**config.mk**
```make
export PLATFORM = sky130hd
export DESIGN_NAME = serial_full_adder
export DESIGN_NICKNAME = d
export VERILOG_FILES = /design/src/rtl/serial_full_adder.sv
export SDC_FILE = /design/constraint.sdc
export NUM_CORES = 1
export LEC_CHECK = 0
export ABC_CLOCK_PERIOD_IN_PS = 3500
export BUFFER_PORTS_ARGS = -buffer_cell sky130_fd_sc_hd__buf_4
export CAP_MARGIN = 20
export CORE_AREA = 2 2 94 87
export DETAILED_ROUTE_END_ITERATION = 12
export DIE_AREA = 0 0 96 89
export PLACE_DENSITY = 0.44
export RECOVER_POWER = 100
export REMOVE_ABC_BUFFERS = 1
export SLEW_MARGIN = 20
export SYNTH_ARGS = -nofsm -noshare
export SYNTH_HDL_FRONTEND = slang
export SYNTH_SLANG_ARGS = --single-unit
```
**constraint.sdc**
```tcl
create_clock -name clk -period 3.5 [get_ports clk]
set_clock_uncertainty 0.15 [all_clocks]
set_input_delay 0.7 -clock clk [delete_from_list [all_inputs] [get_ports clk]]
set_output_delay 0.7 -clock clk [all_outputs]
set_load 0.01 [all_outputs]
```
**src/rtl/serial_full_adder.sv**
```systemverilog
// -----------------------------------------------------------------------------
// serial_full_adder
//   Multi-cycle ripple adder/subtractor. One DIGIT-bit adder slice is reused
//   over WIDTH/DIGIT clocks, LSB digit first, with a registered carry between
//   digits. Subtraction is a + ~b + ~cin, so cout=1 means "no borrow".
//
// Ports
//   clk       rising-edge clock
//   rst_n     asynchronous active-low reset
//   start     request, sampled only while idle
//   sub       0: a+b+cin   1: a-b-cin
//   a, b      WIDTH-bit operands, captured on the start edge
//   cin       carry-in / borrow-in, captured on the start edge
//   busy      high while an operation is running or completing
//   done      one-cycle pulse, result valid
//   sum       registered result (held until the next completion)
//   cout      carry-out (subtract: 1 = no borrow)
//   overflow  two's-complement overflow of the result
// -----------------------------------------------------------------------------
module serial_full_adder #(
   parameter int WIDTH = 8,
   parameter int DIGIT = 1
) (
   input  logic             clk,
   input  logic             rst_n,
   input  logic             start,
   input  logic             sub,
   input  logic [WIDTH-1:0] a,
   input  logic [WIDTH-1:0] b,
   input  logic             cin,
   output logic             busy,
   output logic             done,
   output logic [WIDTH-1:0] sum,
   output logic             cout,
   output logic             overflow
);

   if ((WIDTH < 2) || (DIGIT < 1) || ((WIDTH % DIGIT) != 0)) begin : g_param_check
      $error("serial_full_adder: WIDTH must be >= 2 and an integer multiple of DIGIT");
   end

   localparam int N  = WIDTH / DIGIT;
   localparam int CW = (N > 1) ? $clog2(N) : 1;

   typedef enum logic [1:0] {
      IDLE,
      RUN,
      DONE
   } state_e;

   state_e           state_q, state_d;
   logic [WIDTH-1:0] a_q, a_d;
   logic [WIDTH-1:0] b_q, b_d;
   logic [WIDTH-1:0] res_q, res_d;
   logic [WIDTH-1:0] sum_q, sum_d;
   logic             carry_q, carry_d;
   logic             cout_q, cout_d;
   logic             ovf_q, ovf_d;
   logic [CW-1:0]    cnt_q, cnt_d;

   logic [DIGIT:0]         dsum;
   logic                   c_msb;
   logic                   last;
   logic [WIDTH+DIGIT-1:0] res_cat;

   // State and datapath registers
   always_ff @(posedge clk or negedge rst_n) begin
      if (!rst_n) begin
         state_q <= IDLE;
         a_q     <= '0;
         b_q     <= '0;
         res_q   <= '0;
         sum_q   <= '0;
         carry_q <= 1'b0;
         cout_q  <= 1'b0;
         ovf_q   <= 1'b0;
         cnt_q   <= '0;
      end else begin
         state_q <= state_d;
         a_q     <= a_d;
         b_q     <= b_d;
         res_q   <= res_d;
         sum_q   <= sum_d;
         carry_q <= carry_d;
         cout_q  <= cout_d;
         ovf_q   <= ovf_d;
         cnt_q   <= cnt_d;
      end
   end

   // Digit slice and next-state / datapath logic
   always_comb begin
      dsum = {1'b0, a_q[DIGIT-1:0]} + {1'b0, b_q[DIGIT-1:0]} + {{DIGIT{1'b0}}, carry_q};
      // Carry into the slice's top bit, recovered as a^b^s at that bit; on the
      // last digit this is the carry into bit WIDTH-1.
      c_msb   = a_q[DIGIT-1] ^ b_q[DIGIT-1] ^ dsum[DIGIT-1];
      // New digit enters from the MSB end; works even when DIGIT == WIDTH.
      res_cat = {dsum[DIGIT-1:0], res_q};
      last    = (cnt_q == CW'(N - 1));

      state_d = state_q;
      a_d     = a_q;
      b_d     = b_q;
      res_d   = res_q;
      sum_d   = sum_q;
      carry_d = carry_q;
      cout_d  = cout_q;
      ovf_d   = ovf_q;
      cnt_d   = cnt_q;

      case (state_q)
         IDLE: begin
            if (start) begin
               a_d     = a;
               b_d     = sub ? ~b : b;
               carry_d = cin ^ sub;
               cnt_d   = '0;
               state_d = RUN;
            end
         end
         RUN: begin
            a_d     = a_q >> DIGIT;
            b_d     = b_q >> DIGIT;
            res_d   = res_cat[WIDTH+DIGIT-1:DIGIT];
            carry_d = dsum[DIGIT];
            cnt_d   = cnt_q + CW'(1);
            if (last) begin
               sum_d   = res_cat[WIDTH+DIGIT-1:DIGIT];
               cout_d  = dsum[DIGIT];
               ovf_d   = c_msb ^ dsum[DIGIT];
               state_d = DONE;
            end
         end
         DONE:    state_d = IDLE;
         default: state_d = IDLE;
      endcase
   end

   // Outputs, decoded from registers only
   always_comb begin
      busy     = (state_q != IDLE);
      done     = (state_q == DONE);
      sum      = sum_q;
      cout     = cout_q;
      overflow = ovf_q;
   end

endmodule

```
# [Yosys cells after proc, flatten, opt, wreduce, memory -nomap -nowiden]
# Index checks and enable logic that the tools add are counted.
[classes] add_sub_neg=3 eq_ne=5 n_mux=12 bitwise=5 n_reduce_logical=6
[op_table] operator="$pmux 8 s2" n=2
[op_table] operator="$mux 8" n=3
[op_table] operator="$not 8->8" n=1
[op_table] operator="$pmux 3 s2" n=1
[op_table] operator="$reduce_and 2->1" n=3
[op_table] operator="$mux 2" n=2
[op_table] operator="$ne 2x2->1 const B" n=2
[op_table] operator="$pmux 2 s2" n=1
[op_table] operator="$reduce_bool 2->1" n=2
[op_table] operator="$xor 1x1->1" n=4
[op_table] operator="$add 3x1->3 const B" n=1
[op_table] operator="$eq 3x3->1 const B" n=1
[op_table] operator="$mux 3" n=1
[op_table] operator="$add 1x1->2" n=1
[op_table] operator="$add 2x1->2" n=1
[op_table] operator="$eq 2x1->1 const B" n=1
[op_table] operator="$eq 2x2->1 const B" n=1
[op_table] operator="$logic_not 2->1" n=1
[op_table] operator="$pmux 1 s2" n=1
[op_table] operator="$mux 1" n=1
[totals] reg_bits=40 input_bits=21 wordCells=40

# [Logic depth before layout (Yosys ltp)]
[logic_depth] word_depth=4 mapped_depth=6 mapped_depth_nobuf=5

# [Least setup slack after synthesis]
# No wires, ideal clock.
[synth_timing] path_kind="flip-flop to output port" from="register state_q[0]" to="output port busy" t_arrival_ps=961 required_ps=2650 path_slack_ps=1689 stages_incl_launch_ff=4 n_path_buf=2 path_cell_list="dfrtp_1 buf_4 buf_4 or2_2"
[synth_via] elab_chain_cells=1
[synth_rtl] item="start, declared" line_no="51" source="state_e state_q, state_d;"
[synth_rtl] item="start signal, assigned" line_no="79" source="state_q <= state_d;"
[synth_rtl] item="$reduce_bool 2->1" line_no="141" source="busy = (state_q != IDLE);"
[synth_rtl] item="end, declared" line_no="31" source="output logic busy,"
# No other way between the ends.

# [Worst setup path after layout]
[layout_timing] from="register state_q[0]" to="register cnt_q[2]"
[layout_via] elab_chain_cells=3 elab_cells_between_ends=6 classes_between="2 x eq/ne; 1 x mux; 3 x reduce/logical"
[layout_rtl] item="$eq 2x1->1 / $logic_not 2->1 (equally long branches)" line_no="111" source="case (state_q)"
[layout_rtl] item="$reduce_bool 2->1 (no source line) / $ne 2x2->1 (equally long branches)"
[layout_rtl] item="$reduce_and 2->1 (no source line)"
[layout_rtl] item="end signal, assigned" line_no="87" source="cnt_q <= cnt_d;"
[layout_rtl] item="end, declared" line_no="59" source="logic [CW-1:0] cnt_q, cnt_d;"
# Several ways; a longest one is shown, not always the timed one.
# A chain may end at the register's enable or synchronous reset.

==> run metrics <==
initial core utilization=24.7%; startpoint types=register; Mapped Cells=168; cell area after synthesis=1840 um2; Net Sw Frac=33.7%; die width=96 um; std cell rows=30; asr flop ratio synth=100%; first-pass GRT wire length=6290 um; RD Place Congestion=0.689; RSZ-0062 raised after global routing=false; Final Max Slew Viols=40; Int Pwr=1.17 mW; most numerous cell in the Yosys netlist=nand2_1; mux share of post-synthesis cell area=6.92%; Die Height=89 um; main flop type after synthesis=dfrtp_1; Synth area leader=dfrtp_1; Fmax=394 MHz; Worst-path clk slew=0.08 ns; Multi-input gate area=726 um2; Peak VDD IR=0.195 mV; total power=1.76 mW; largest family of logic cells by synthesized area=compound AO/OA/AOI/OAI gates; Setup-failing EPs final=0; critical path arrival=2.61 ns; min-delay worst type=reg -> reg; Worst EP required=3.58 ns; Area growth syn-to-layout=17.7%; Pwr Density=811 nW/um2; Clock Sink Count=39; fin crit share=72.4%; CTS Root Buffer Type=clkbuf_8; H-tree Lvls=2; Unique masters post-synth=27; CTS tree=built; worst-case clock buffer depth=2; leakage=0.998 nW; share of cells above drive strength 1=15.6%; post-CTS setup buffer count=0; post-cts sizing count=0; vias in the first global route=1242; failing checks=max-capacitance violations, max-slew violations; Sequential Power Share=43.4%; Compound-Gate Fraction of Synth Area=13.8%; clock network power share=25.5%; Worst-Skew Late Latency=0.29 ns; Final Critical Period=2.53 ns; Rel. slew slack=-40.1%; combinational share of power=31.1%; antenna diode count=0; HPWL Detailed=2490 um; Nets=222; adder-cell share of the synthesized area=2.44%; Yosys reg bits=39; port bufs=32; TritonCTS buffer count=5; reg2reg start=state_q[0]; initial antenna violation count=0; Fillers=782; Final ANT Viol Nets=0; Setup CP Type=reg -> reg; core area=7470 um2; worst-margin pin slew=2.10 ns; vias post-DR=1276; top cell type's share of synthesized area=53.0%; DR WL/cell=12.7 um; setup TNS=0 ns; routed wire length=3750 um; sequential share of the synthesized area=53.0%; number of synthesized flops with an enable pin=0; I/O pin count=33; Sw Pwr=592 uW; crit path from=state_q[0]; Final Hold Fails=0; drt drc=0; largest net degree at the start of global routing=40; Die ar.=8540 um2; gr usage total=9.71%; final hold slack=0.330 ns; crit path capture type=register; hold_buf cts=0; largest cells by area after synthesis=dfrtp_1 53%, nand2_1 8.1%, mux2_4 5.7%; simple-gate share of the synthesized area=13.6%; total gr overflow=0; Syn Area/Cell=11.0 um2; storage element area=976 um2; max-cap viol count=1; post-synthesis xor/xnor area fraction=5.70%; DR iter-0 viols=87; outcome=finished with violations; Via density=4.33; beginning of the worst hold path=res_q[1]; Max FO, Critical Path=18; 1st-pass router iterations=4; top cells by count, synth=40 x nand2_1, 39 x dfrtp_1, 13 x a22oi_1; yosys warns=0
==> layer usage <==
metal  track usage, %  vias up  share of wire (%)
met5                0        -                  0
met4             3.51        0                1.7
met3             2.87        5                4.2
met2             14.5       24                 45
met1             13.3      617                 49
li1                 -      630                  -
==> cell type report <==
class / instances / area share [%]
Multi-Input combinational cell: 116 / 33.5
Clock buffer: 5 / 3.17
Timing Repair Buffer: 34 / 9.35
Tap cell: 96 / 5.54
Inverter: 2 / 0.346
Sequential cell: 39 / 45.0
Clock inverter: 3 / 3.12
==> layout by cell type (no fill, tap or decap), drive strengths merged <==
cell,n
a22o,2
nor2b,4
and2b,2
buf,20
xnor2,3
o21bai,1
or2,1
dfrtp,39
nand3b,1
a22oi,13
o21ai,19
ha,2
and3b,2
nor2,1
xor2,9
inv,2
clkbuf,19
clkinvlp,1
nand2b,1
a21oi,5
bufinv,2
mux2,9
nand2,40
fa,1
==> stage by stage <==
| stage | util [%] | instance area [um2] | setup slack [ns] | std cells |
|---|---|---|---|---|
| 2_1_floorplan | - | 1770 | 1.61 | 157 |
| 4_1_cts | 30.5 | 2280 | 1.26 | 295 |
| 3_3_place_gp | 28.7 | 2140 | 1.58 | 287 |
| 6_report | 29.0 | 2170 | 0.965 | 295 |
| 5_1_grt | 29.0 | 2170 | 0.603 | 295 |
| 3_5_place_dp | 28.7 | 2140 | 1.59 | 287 |
==> critical path, stage by stage, from the launching register on <==
cell and delay, ns:
dfrtp_1 0.56, clkbuf_1 0.33, o21bai_1 1.13, a22o_1 0.29
==> final timing paths <==
path / slack [ns] / depth (start not counted) / endpoint
worst max-delay path: 0.97 / 3 / cnt_q[2]
worst min-delay path: 0.33 / 2 / res_q[1]
worst max register to register: 0.97 / 3 / cnt_q[2]
worst min register to register: 0.33 / 2 / res_q[1]
max in group asynchronous: 1.14 / 1 / a_q[2]
min in group asynchronous: 0.86 / 1 / sum[3]
==> cell families after synthesis <==
logic type | after synthesis
flops | 39
mux | 9
simple gates | 52
compound gates | 40
buf+inv | 13
fa+ha+maj | 3
xor+xnor | 12
==> power groups by stage <==
| stage | logic [mW] | registers [mW] | clock network, mW |
|---|---|---|---|
| after floorplan | 0.416 | 0.788 | 0 |
| after CTS | 0.663 | 0.776 | 0.467 |
| final | 0.548 | 0.764 | 0.448 |
| after detailed placement | 0.659 | 0.783 | 0 |
| after global placement | 0.656 | 0.784 | 0 |
| after global routing | 0.642 | 0.796 | 0.484 |
==> flip-flops by register name, indices dropped and copies added, names as in the netlist <==
name / flops
sum: 8
a_q: 8
cout: 1
overflow: 1
state_q: 2
b_q: 8
carry_q: 1
cnt_q: 3
res_q: 7
Power figures use the tool's default switching activity.
